**src/rtl/detect_rr_scheduler_pkg.sv**
```systemverilog
// Shared types and helpers for the round-robin "0 then 1" event scheduler.
package detect_rr_scheduler_pkg;

  // Scheduler phases: waiting for work, driving the pulse, enforcing idle spacing.
  typedef enum logic [1:0] {
    S_IDLE = 2'd0,
    S_HOLD = 2'd1,
    S_GAP  = 2'd2
  } sched_state_t;

  // Per-channel detector: ARMED means the last enabled sample was a 0.
  typedef enum logic {
    D_IDLE  = 1'b0,
    D_ARMED = 1'b1
  } det_state_t;

  // Ceiling log2, never below 1 so derived vectors always have a legal width.
  function automatic int clog2(input int value);
    int r;
    r = 0;
    while ((1 << r) < value) begin
      r = r + 1;
    end
    if (r < 1) begin
      r = 1;
    end
    return r;
  endfunction

endpackage

```
**src/rtl/detect_rr_scheduler_seq_edge_detector.sv**
```systemverilog
// Single-channel "0 then 1" detector. The hit is a combinational qualifier of
// the current sample so the parent can capture it into pending on the same edge.
module detect_rr_scheduler_seq_edge_detector
  import detect_rr_scheduler_pkg::*;
(
  input  logic clk_i,
  input  logic rst_ni,
  input  logic en_i,
  input  logic x_i,
  output logic hit_o
);

  det_state_t state_q;

  // A 1 arriving while armed completes the pattern; disabled channels never hit.
  assign hit_o = en_i && (state_q == D_ARMED) && x_i;

  // Arm on any enabled 0, drop back to idle on a 1 or when disabled.
  always_ff @(posedge clk_i or negedge rst_ni) begin
    if (!rst_ni) begin
      state_q <= D_IDLE;
    end else if (!en_i) begin
      state_q <= D_IDLE;
    end else if (!x_i) begin
      state_q <= D_ARMED;
    end else begin
      state_q <= D_IDLE;
    end
  end

endmodule

```
**src/rtl/detect_rr_scheduler.sv**
```systemverilog
// N_CH serial detectors feeding per-channel pending flags; a round-robin
// scheduler hands the single y_o pulse (HOLD wide, then GAP idle) to one
// pending channel at a time and reports which one on y_id_o.
module detect_rr_scheduler
  import detect_rr_scheduler_pkg::*;
#(
  parameter int N_CH = 4,
  parameter int HOLD = 2,
  parameter int GAP  = 2,
  parameter int IDW  = clog2(N_CH)
) (
  input  logic            clk_i,
  input  logic            rst_ni,
  input  logic [N_CH-1:0] x_i,
  input  logic [N_CH-1:0] enable_i,
  input  logic            ovf_clr_i,
  output logic            y_o,
  output logic [IDW-1:0]  y_id_o,
  output logic [N_CH-1:0] pending_o,
  output logic [N_CH-1:0] overflow_o
);

  localparam int CW = clog2(((HOLD > GAP) ? HOLD : GAP) + 1);
  localparam logic [CW-1:0] HOLD_LAST = CW'(HOLD - 1);
  localparam logic [CW-1:0] GAP_LAST  = CW'((GAP > 0) ? GAP - 1 : 0);
  localparam logic [IDW:0]  NCH_W     = (IDW + 1)'(N_CH);

  logic [N_CH-1:0] hit;
  logic [N_CH-1:0] pending_q, pending_d;
  logic [N_CH-1:0] overflow_q, overflow_d;
  logic [N_CH-1:0] grant_vec;
  logic [IDW-1:0]  winner;
  logic            winner_found;
  logic            grant_now;

  sched_state_t    state_q;
  logic [CW-1:0]   cnt_q;
  logic [IDW-1:0]  last_grant_q;
  logic            y_q;
  logic [IDW-1:0]  y_id_q;

  genvar gi;
  generate
    for (gi = 0; gi < N_CH; gi++) begin : g_det
      detect_rr_scheduler_seq_edge_detector u_det (
        .clk_i  (clk_i),
        .rst_ni (rst_ni),
        .en_i   (enable_i[gi]),
        .x_i    (x_i[gi]),
        .hit_o  (hit[gi])
      );
    end
  endgenerate

  // Rotating priority search: first pending channel after the last winner, with wrap.
  always_comb begin
    logic [IDW:0] idx;
    winner       = '0;
    winner_found = 1'b0;
    idx          = '0;
    for (int k = 1; k <= N_CH; k++) begin
      idx = {1'b0, last_grant_q} + (IDW + 1)'(k);
      if (idx >= NCH_W) begin
        idx = idx - NCH_W;
      end
      if (!winner_found && pending_q[idx[IDW-1:0]]) begin
        winner_found = 1'b1;
        winner       = idx[IDW-1:0];
      end
    end
  end

  assign grant_now = (state_q == S_IDLE) && winner_found;

  // One-hot clear mask for the channel being granted on this edge.
  always_comb begin
    grant_vec = '0;
    if (grant_now) begin
      grant_vec[winner] = 1'b1;
    end
  end

  // A same-edge hit re-sets pending after the grant clears it; overflow only when
  // a hit lands on an already-pending channel that is not being served now.
  always_comb begin
    pending_d  = (pending_q & ~grant_vec) | hit;
    overflow_d = (ovf_clr_i ? '0 : overflow_q) | (hit & pending_q & ~grant_vec);
  end

  // Pending and sticky overflow flags.
  always_ff @(posedge clk_i or negedge rst_ni) begin
    if (!rst_ni) begin
      pending_q  <= '0;
      overflow_q <= '0;
    end else begin
      pending_q  <= pending_d;
      overflow_q <= overflow_d;
    end
  end

  // Scheduler FSM with registered pulse outputs; the counter restarts on each phase entry.
  always_ff @(posedge clk_i or negedge rst_ni) begin
    if (!rst_ni) begin
      state_q      <= S_IDLE;
      cnt_q        <= '0;
      last_grant_q <= IDW'(N_CH - 1);
      y_q          <= 1'b0;
      y_id_q       <= '0;
    end else begin
      case (state_q)
        S_IDLE: begin
          if (grant_now) begin
            state_q      <= S_HOLD;
            cnt_q        <= '0;
            last_grant_q <= winner;
            y_q          <= 1'b1;
            y_id_q       <= winner;
          end
        end
        S_HOLD: begin
          if (cnt_q == HOLD_LAST) begin
            state_q <= (GAP > 0) ? S_GAP : S_IDLE;
            cnt_q   <= '0;
            y_q     <= 1'b0;
            y_id_q  <= '0;
          end else begin
            cnt_q <= cnt_q + CW'(1);
          end
        end
        S_GAP: begin
          if (cnt_q == GAP_LAST) begin
            state_q <= S_IDLE;
            cnt_q   <= '0;
          end else begin
            cnt_q <= cnt_q + CW'(1);
          end
        end
        default: begin
          state_q <= S_IDLE;
          cnt_q   <= '0;
          y_q     <= 1'b0;
          y_id_q  <= '0;
        end
      endcase
    end
  end

  assign y_o        = y_q;
  assign y_id_o     = y_id_q;
  assign pending_o  = pending_q;
  assign overflow_o = overflow_q;

endmodule

```
**config.mk**
```make
export PLATFORM = sky130hd
export DESIGN_NAME = detect_rr_scheduler
export DESIGN_NICKNAME = d
export VERILOG_FILES = /design/src/rtl/detect_rr_scheduler_pkg.sv /design/src/rtl/detect_rr_scheduler_seq_edge_detector.sv /design/src/rtl/detect_rr_scheduler.sv
export SDC_FILE = /design/constraint.sdc
export NUM_CORES = 1
export LEC_CHECK = 0
export ABC_AREA = 1
export CORE_MARGIN = 2
export CORE_UTILIZATION = 52
export CTS_CLUSTER_DIAMETER = 120
export DETAILED_ROUTE_END_ITERATION = 10
export GPL_ROUTABILITY_DRIVEN = 1
export PLACE_DENSITY = 0.78
export SLEW_MARGIN = 20
export SYNTH_ARGS = -nofsm -noshare
export SYNTH_HDL_FRONTEND = slang
export SYNTH_SLANG_ARGS = --single-unit
export TNS_END_PERCENT = 10
```
**constraint.sdc**
```tcl
create_clock -name clk_i -period 1.9 [get_ports clk_i]
set_input_delay 0.57 -clock clk_i [delete_from_list [all_inputs] [get_ports clk_i]]
set_output_delay 0.57 -clock clk_i [all_outputs]
set_load 0.02 [all_outputs]
```
# Word level (Yosys, flattened, before mapping)
# Index checks and enable logic that the tools add are counted.
# word_totals
inputBits	11
ff_bits	21
# classes
n_lt_le_gt_ge	10
muxes	44
n_eq_ne	6
bitwise_logic	7
add_sub_neg	9
reduce_logical	21
# op_table
op	n
2-to-1 mux 2 bit	14
2-to-1 mux 1 bit	19
less-than comparator 2 x 3 -> 1 bit, second input constant	5
logical AND 1 bit	13
AND 4 bit	3
>= comparator 3 bit, second input constant	4
one-hot mux 2 bit (3 select lines)	2
binary-select mux 1 bit (select 2 bit)	4
2-to-1 mux 4 bit	2
OR 4 bit	2
subtractor 2 x 1 -> 2 bit, second input constant	4
adder 2 x 2 -> 3 bit, second input constant	2
!= test 2 bit, second input constant	3
AND reduction 3 bit	2
== test 2 x 1 -> 1 bit, second input constant	2
NOT 4 bit	1
one-hot mux 2 bit (2 select lines)	1
adder 2 x 1 -> 3 bit, second input constant	1
adder 2 x 3 -> 3 bit, second input constant	1
logical NOT 1 bit	3
one-hot mux 1 bit (3 select lines)	1
adder 2 x 1 -> 2 bit, second input constant	1
demux 1 bit (select 2 bit)	1
== test 2 bit, second input constant	1
5 further kinds	5

# Depth between registers and ports, before layout
# Gate-level depths: netlist of run 1.
# depth
ltp_word	23
ltp_mapped	14

# Modules after synthesis
# Synthesis of run 1 repeated with hierarchy kept, for this count alone.
# hier_totals
cells_unflattened	174
area_unflattened_um2	1248.7
# by_module_without_submodules
mod	area_per_inst_um2	instances	seq_area_each_um2	cells_per_inst
detect_rr_scheduler	1063.5	1	427.9	150
detect_rr_scheduler_seq_edge_detector	46.3	4	25.0	6

# Worst setup path before layout of run 1
# OpenSTA, ideal clock, no wires.
# synth_timing
kind	register to register
start	reg last_grant_q[0]
end	reg y_q, in the netlist y_o
arrival_ns	1.721
setup_ns	0.076
path_stages_with_launch	15
path_slack_ns	0.102
t_required_ns	1.824
path_cell_list	dfstp_2 buf_6 inv_4 buf_8 nand2_4 nand2_4 nand2_4 nand2_4 nor2_8 nand3b_2 or2_1 buf_6 nand2_8 nand2_2 o21ai_1
# synth_via
elab_chain_len	18
# synth_rtl
item	line	text
from (decl)	detect_rr_scheduler.sv:38	logic [IDW-1:0] last_grant_q;
from (signal assigned)	detect_rr_scheduler.sv:106	last_grant_q <= IDW'(N_CH - 1);
from (signal assigned)	detect_rr_scheduler.sv:115	last_grant_q <= winner;
adder 2 x 1 -> 3 bit	detect_rr_scheduler.sv:62	idx = {1'b0, last_grant_q} + (IDW + 1)'(k);
>= comparator 3 bit / subtractor 2 x 1 -> 2 bit (equally long branches)	detect_rr_scheduler.sv:63, detect_rr_scheduler.sv:64	
2-to-1 mux 2 bit	detect_rr_scheduler.sv:63	if (idx >= NCH_W) begin
binary-select mux 1 bit (select 2 bit)	detect_rr_scheduler.sv:66	if (!winner_found && pending_q[idx[IDW-1:0]]) begin
2-to-1 mux 1 bit (not written as such)	detect_rr_scheduler.sv:66	
2-to-1 mux 1 bit	detect_rr_scheduler.sv:66	
logical NOT 1 bit	detect_rr_scheduler.sv:66	
logical AND 1 bit	detect_rr_scheduler.sv:66	
(+2 left out)	n/a	
logical AND 1 bit	detect_rr_scheduler.sv:66	
2-to-1 mux 1 bit	detect_rr_scheduler.sv:66	
logical NOT 1 bit	detect_rr_scheduler.sv:66	
logical AND 1 bit	detect_rr_scheduler.sv:66	
2-to-1 mux 1 bit *	detect_rr_scheduler.sv:66	
logical AND 1 bit *	detect_rr_scheduler.sv:73	assign grant_now = (state_q == S_IDLE) && winner_found;
!= test 2 bit (no line) *	n/a	
AND reduction 3 bit (no line) *	n/a	
to (signal assigned)	detect_rr_scheduler.sv:107	y_q <= 1'b0;
to (signal assigned)	detect_rr_scheduler.sv:116	y_q <= 1'b1;
to (signal assigned)	detect_rr_scheduler.sv:124	y_q <= 1'b0;
to (decl)	detect_rr_scheduler.sv:39	logic y_q;
# Mark *: on every way between the ends. The rest lies on a longest branch, timed or not. The select of a mux whose other input is x is not followed.
# A chain may end at the register's enable or synchronous reset.

# Worst setup path after layout of run 1
# layout_timing
start	reg last_grant_q[0]
end	reg overflow_q[3], in the netlist overflow_o[3]
# layout_via
elab_chain_len	23
# layout_rtl
item	line	text
adder 2 x 1 -> 3 bit	detect_rr_scheduler.sv:62	
>= comparator 3 bit / subtractor 2 x 1 -> 2 bit (equally long branches)	detect_rr_scheduler.sv:63, detect_rr_scheduler.sv:64	
2-to-1 mux 2 bit	detect_rr_scheduler.sv:63	
binary-select mux 1 bit (select 2 bit)	detect_rr_scheduler.sv:66	
2-to-1 mux 1 bit (not written as such)	detect_rr_scheduler.sv:66	
2-to-1 mux 1 bit	detect_rr_scheduler.sv:66	
logical NOT 1 bit	detect_rr_scheduler.sv:66	
logical AND 1 bit	detect_rr_scheduler.sv:66	
(+8 left out)	n/a	
logical AND 1 bit (not written as such)	detect_rr_scheduler.sv:79	grant_vec[winner] = 1'b1;
2-to-1 mux 1 bit (not written as such)	detect_rr_scheduler.sv:79	
demux 1 bit (select 2 bit)	detect_rr_scheduler.sv:79	
2-to-1 mux 4 bit *	detect_rr_scheduler.sv:78	if (grant_now) begin
NOT 4 bit *	detect_rr_scheduler.sv:87	overflow_d = (ovf_clr_i ? '0 : overflow_q) | (hit & pending_q & ~grant_vec);
AND 4 bit *	detect_rr_scheduler.sv:87	
OR 4 bit *	detect_rr_scheduler.sv:87	
named net overflow_d[3]	detect_rr_scheduler.sv:30	logic [N_CH-1:0] overflow_q, overflow_d;
to (signal assigned)	detect_rr_scheduler.sv:97	overflow_q <= overflow_d;
to (decl)	detect_rr_scheduler.sv:30	
# Mark *: on every way through the listed nets, which the timed path passes. The rest lies on a longest branch. The select of a mux whose other input is x is not followed.

==> flow_summary.yaml, run 1 <==
worst_setup_path:
  worstPathArrival_ps: 2050
  reg2reg_to: "overflow_o[3]$_DFF_PN0_"
  worstPathMaxFanout: 7
  ff2ff_path_depth: 11
  reg2reg_from: "last_grant_q[0]$_DFFE_PN1P_"
  required_ps: 2090
  crit_path_end_kind: "register"
  ff2ff_setup_slack_ps: 40
  critPathKind: "reg2reg"
  startpoint_type: "register"
route:
  drc_errors: 0
  wl_per_cell_um: 12.71
  vias_per_cell: 4.931
  vias: 1070
  drt_pass1_iterations: 4
  detail-route-antenna-nets: 0
  wl_mm: 2.758
  drt_iter0_markers: 19
timing:
  finalHoldViolCount: 0
  setup_viol: 0
  min_period_ps: 1858
  fin_skew_ps: 8.247
  fin_crit_sh: 0.9781
  fin_ws_ps: 41.69
  finalSetupTns_ps: 0
  max_slew_margin: 0.7183
  drv_slew: 0
  rsz0062_at_grt: "true"
  tightest_slew_ps: 418.1
  fmax_ghz: 0.5381
logic_synthesis:
  syn_area_um2: 1294
  synth_cell_types: 24
  postSynthAreaPerCell_um2: 8.137
  yosys_warnings: 0
  synth_top_area_share: 0.3675
  syn_nets: 174
  ys_seq_area_frac: 0.4081
  synthTopCellsByArea: "dfrtp_1 (37%), nand2_1 (13%), nand2_4 (7.0%)"
  ys_seq_elements: 21
  post-synth-top-area-cell: "dfrtp_1"
  synthCells: 159
floorplan:
  ios: 22
  num_rows: 18
  die_width_um: 53.88
  die_y_um: 53.88
  die_area_um2: 2903
  initial_core_util: 0.5369
  core_area_um2: 2410
layout:
  diodes: 0
  seq_area_um2: 528.0
  layout.nets: 203
  synthToLayoutAreaGrowth_pct: 26.60
  nFillCells: 215
  fin_util: 0.6796
  post-route-cell-area_um2: 1638
  layout-drive-gt1-share: 0.2460
  multiInputGateArea_um2: 684.4
place:
  placed_area_um2: 1526
  pre_cts_ws_ps: -52.45
  hpwl_mm: 2.099
  port_buffers: 21
  gp_congestion: 0.8938
grt:
  grt_pass1_wl_mm: 4.271
  grt_pass1_vias: 1025
  grt_max_degree: 22
  antenna_found_initial: 0
  globalRouteOverflowTotal: 0
  grt_util_all_layers: 0.2064
clock_tree:
  insertion_delay_ps: 300
  h-tree-depth: 1
  clk_pin_slew_ps: 120
  clockBufferDepth: 2
  cts_tree: "built"
  cts_buffers: 3
  numClockSinks: 21
  hold_buffers: 0
  cts_root_buf: "clkbuf_4"
power_and_ir_drop:
  power_w: 0.003224
  irDropWorstVdd_uv: 1291
  p_leak_nw: 0.9024
  p_per_area_nw_per_um2: 1968
min_path:
  hold_end: "overflow_o[2]$_DFF_PN0_"
  hp-class: "reg2reg"
  min_from: "overflow_o[2]$_DFF_PN0_"
  hold_path_depth: 2
run:
  maxCapViolations: 0
outcome:
  status: "complete, no violations"
## area by class of cell
cell class / count / share of cell area
Timing Repair Buffer: 27 / 0.1673
Sequential cell: 21 / 0.3224
Inverter: 22 / 0.05348
Multi-Input combinational cell: 113 / 0.4179
Clock buffer: 4 / 0.01604
Tap cell: 30 / 0.02292
## stage by stage
stage	instances	hold slack, ps
6_report	217	503.8
4_1_cts	214	505.0
2_1_floorplan	159	274.4
3_5_place_dp	210	478.5
3_3_place_gp	210	466.0
5_1_grt	217	537.0
## cells in the mapped netlist
cell type   n
ha_1        4
nand2_1    44
nand3_2     1
inv_1      19
o21ai_0     7
a21boi_0    1
a21oi_1     4
o21ai_2     2
dfstp_2     2
or2_1       1
nand4_1     2
nand3_1    14
nand2_8     1
inv_4       1
inv_2       2
nor2_1     11
buf_8       1
nand3b_2    1
nand2_2     9
o21ai_1     2
dfrtp_1    19
buf_6       2
nor2_8      1
nand2_4     8
## routing by layer
| layer | track usage | up-vias | share of wire |
|---|---|---|---|
| met1 | 0.2384 | 505 | 0.41 |
| li1 | - | 550 | - |
| met2 | 0.3780 | 11 | 0.56 |
| met3 | 0.03333 | 4 | 0.018 |
| met5 | 0 | - | 0 |
| met4 | 0.07692 | 0 | 0.013 |
## worst max-delay path, cell delays in order, from the launching register on
cell	delay (ps)
dfstp_2	600
clkinv_4	120
nand2_2	90
nand2_2	70
nand2_4	80
nand2_4	80
nor2_8	110
nand3_1	80
nand2_1	120
nand3_2	150
o21ai_1	180
nand2_1	70
## registers in the layout, summed over array words and instances (netlist names)
signal	cells
g_det.u_det.state_q	4
y_o	1
overflow_o	4
pending_o	4
cnt_q	2
y_id_o	2
last_grant_q	2
state_q	2
## worst max-delay path by stage
stage | start | to | slack, ps | depth (start not counted)
floorplan | last_grant_q[0]$_DFFE_PN1P_ | y_o$_DFFE_PN0P_ | 100 | 14
global route | last_grant_q[0]$_DFFE_PN1P_ | pending_o[1]$_DFF_PN0_ | -50 | 11
global placement | last_grant_q[0]$_DFFE_PN1P_ | cnt_q[0]$_DFFE_PN0P_ | 20 | 10
finish | last_grant_q[0]$_DFFE_PN1P_ | overflow_o[3]$_DFF_PN0_ | 40 | 11
CTS | last_grant_q[0]$_DFFE_PN1P_ | overflow_o[3]$_DFF_PN0_ | 10 | 11
detailed placement | last_grant_q[0]$_DFFE_PN1P_ | cnt_q[0]$_DFFE_PN0P_ | -50 | 10
## logic make-up (layout without fill, tap and decap cells)
logic type	Yosys count	in the layout	synth area share
buffers and inverters	25	53	0.09478
DFF	21	21	0.4081
AOI/OAI and AO/OA	16	16	0.06964
adders and majority gates	4	4	0.03869
and+or+nand+nor	93	93	0.3888
## where the power goes
group          internal (W)  switching (W)
Clock             0.0000817       0.000129
Sequential         0.000611       0.000171
Combinational      0.000857        0.00137
## what timing repair did
item                       in CTS  in global routing
pin swaps                       0                  1
setup buffers                   0                  3
resized for setup               5                 21
setup endpoints to repair      10                 18
## placed cells by master (no fill, tap or decap)
cell type        netlist  routed
buf_6                  2       1
dfstp_2                2       2
clkbuf_4               0       3
ha_1                   4       4
clkdlybuf4s50_1        0      14
o21ai_1                2       5
buf_4                  0       4
nand2_1               44      42
or2_4                  0       1
inv_2                  2       3
clkinv_4               0       1
nand3_2                1       3
nor2_2                 0       1
nand3b_4               0       1
buf_12                 0       1
dfrtp_1               19      19
nor2_1                11      10
a21boi_2               0       1
o21ai_2                2       3
nand4_1                2       2
dlygate4sd2_1          0       4
dlymetal6s2s_1         0       3
a21oi_1                4       4
nand2_2                9      10
nand2_4                8       9
nor2_8                 1       1
nand2_8                1       1
inv_1                 19      18
clkbuf_1               0       1
o21ai_0                7       3
nand3_1               14      12
(Power assumes the default switching activity.)
==> run 2, diff against run 1 <==
Settings changed: CORE_ASPECT_RATIO set to 0.8.
==> flow_summary.yaml, run 2 (synthesis gave the netlist of run 1 again) <==
outcome:
  status: "complete, no violations"
timing:
  rsz0062_at_grt: "true"
  holdWs_ps: 496.6
  finalSetupTns_ps: 0
  fin_crit_sh: 0.9664
  fin_ws_ps: 63.80
  setup_viol: 0
  tightest_slew_ps: 493.5
  drv_slew: 0
  fin_skew_ps: 5.333
  min_period_ps: 1836
  max_slew_margin: 0.6710
  fmax_ghz: 0.5446
  finalHoldViolCount: 0
grt:
  grt_util_all_layers: 0.2009
  antenna_found_initial: 0
  globalRouteOverflowTotal: 0
  grt_pass1_vias: 1095
  grt_max_degree: 22
  grt_pass1_wl_mm: 4.512
route:
  wl_mm: 2.660
  drt_iter0_markers: 39
  detail-route-antenna-nets: 0
  vias_per_cell: 5.177
  drt_pass1_iterations: 4
  vias: 1113
  drc_errors: 0
  wl_per_cell_um: 12.37
min_path:
  hp-class: "reg2reg"
place:
  gp_congestion: 0.8623
  dp_cells: 206
  port_buffers: 21
  pre_cts_ws_ps: -26.13
  hpwl_mm: 1.968
power_and_ir_drop:
  p_per_area_nw_per_um2: 1956
  p_leak_nw: 0.9566
  irDropWorstVdd_uv: 842.7
clock_tree:
  cts_buffers: 3
  h-tree-depth: 1
  insertion_delay_ps: 310
  cts_root_buf: "clkbuf_4"
  clk_pin_slew_ps: 120
  clockBufferDepth: 2
  cts_tree: "built"
  numClockSinks: 21
layout:
  final_cell_mix: "nand2_1 (42), dfrtp_1 (19), inv_1 (18)"
  diodes: 0
  final_common_cell: "nand2_1"
  synthToLayoutAreaGrowth_pct: 26.31
  finalNonFillerCells: 215
  layout-drive-gt1-share: 0.2340
  fin_util: 0.6802
  layout.nets: 204
worst_setup_path:
  startpoint_type: "register"
  crit_chain: "clkdlybuf4s50_1"
  crit_path_end_kind: "primary output"
  cp_top_family: "buffers and inverters"
  worstPathMaxFanout: 2
  max_stage_delay_ps: 600
  required_ps: 1330
  crit_slowest_cell: "clkdlybuf4s50_1"
  critPathKind: "reg2out"
  worstPathArrival_ps: 1270
  crit_buf_inv: 1
floorplan:
  ios: 22
  initial_core_util: 0.5385
  die_width_um: 59.77
  num_rows: 16
  core_area_um2: 2402
  die_area_um2: 2905
  die_y_um: 48.62
run:
  maxCapViolations: 0
[run 2: worst paths after layout]
check / startpoint / end / slack [ps] / depth (start not counted)
min in group asynchronous: rst_ni / g_det[1].u_det.state_q$_DFF_PN0_ / 590 / 2
worst min-delay path: overflow_o[1]$_DFF_PN0_ / overflow_o[1]$_DFF_PN0_ / 500 / 2
worst max-delay path: overflow_o[1]$_DFF_PN0_ / overflow_o[1] / 60 / 1
worst min register to register: overflow_o[1]$_DFF_PN0_ / overflow_o[1]$_DFF_PN0_ / 500 / 2
max in group asynchronous: rst_ni / last_grant_q[1]$_DFFE_PN1P_ / 1030 / 2
worst max register to register: last_grant_q[0]$_DFFE_PN1P_ / y_id_o[0]$_DFFE_PN0P_ / 70 / 10
[run 2: final cells by class]
class / instances / area (um^2)
Timing Repair Buffer: 28 / 282.8
Inverter: 22 / 87.58
Multi-Input combinational cell: 113 / 674.4
Clock inverter: 1 / 5.005
Tap cell: 27 / 33.78
Fill cell: 190 / 768.2
Sequential cell: 21 / 528.0
Clock buffer: 3 / 22.52
[run 2: per-stage QoR]
step / area [um^2] / power (W)
final: 1634 / 0.003197
after global routing: 1634 / 0.003484
after CTS: 1540 / 0.002953
after detailed placement: 1515 / 0.002738
after global placement: 1515 / 0.002657
after floorplan: 1294 / 0.002308
[run 2: layer usage]
| layer | share of wire | vias up | wire length (um) | track usage |
|---|---|---|---|---|
| met3 | 0.057 | 8 | 152 | 0.06417 |
| met4 | 0.020 | 0 | 53 | 0.05185 |
| met5 | 0 | - | 0 | 0 |
| met1 | 0.43 | 515 | 1135 | 0.2595 |
| met2 | 0.50 | 37 | 1317 | 0.3225 |
| li1 | - | 553 | - | - |
[run 2: worst min-delay path, stage by stage, from the launching register on]
cell,delay [ps]
dfrtp_1,360
nand2_1,50
nand2_1,60
[run 2: repair_timing]
item                                    in CTS  in global routing
buffers inserted                             0                  5
hold buffers                                 0                  0
gates resized for setup                      5                 19
endpoints found under the setup margin      10                 22
cloned                                       0                  0
pin swaps                                    0                  3
[run 2: power by group]
part | total [W] | internal, W | switching, W
registers | 0.000757 | 0.000610 | 0.000147
logic | 0.00222 | 0.000842 | 0.00138
clock network | 0.000219 | 0.0000786 | 0.000140
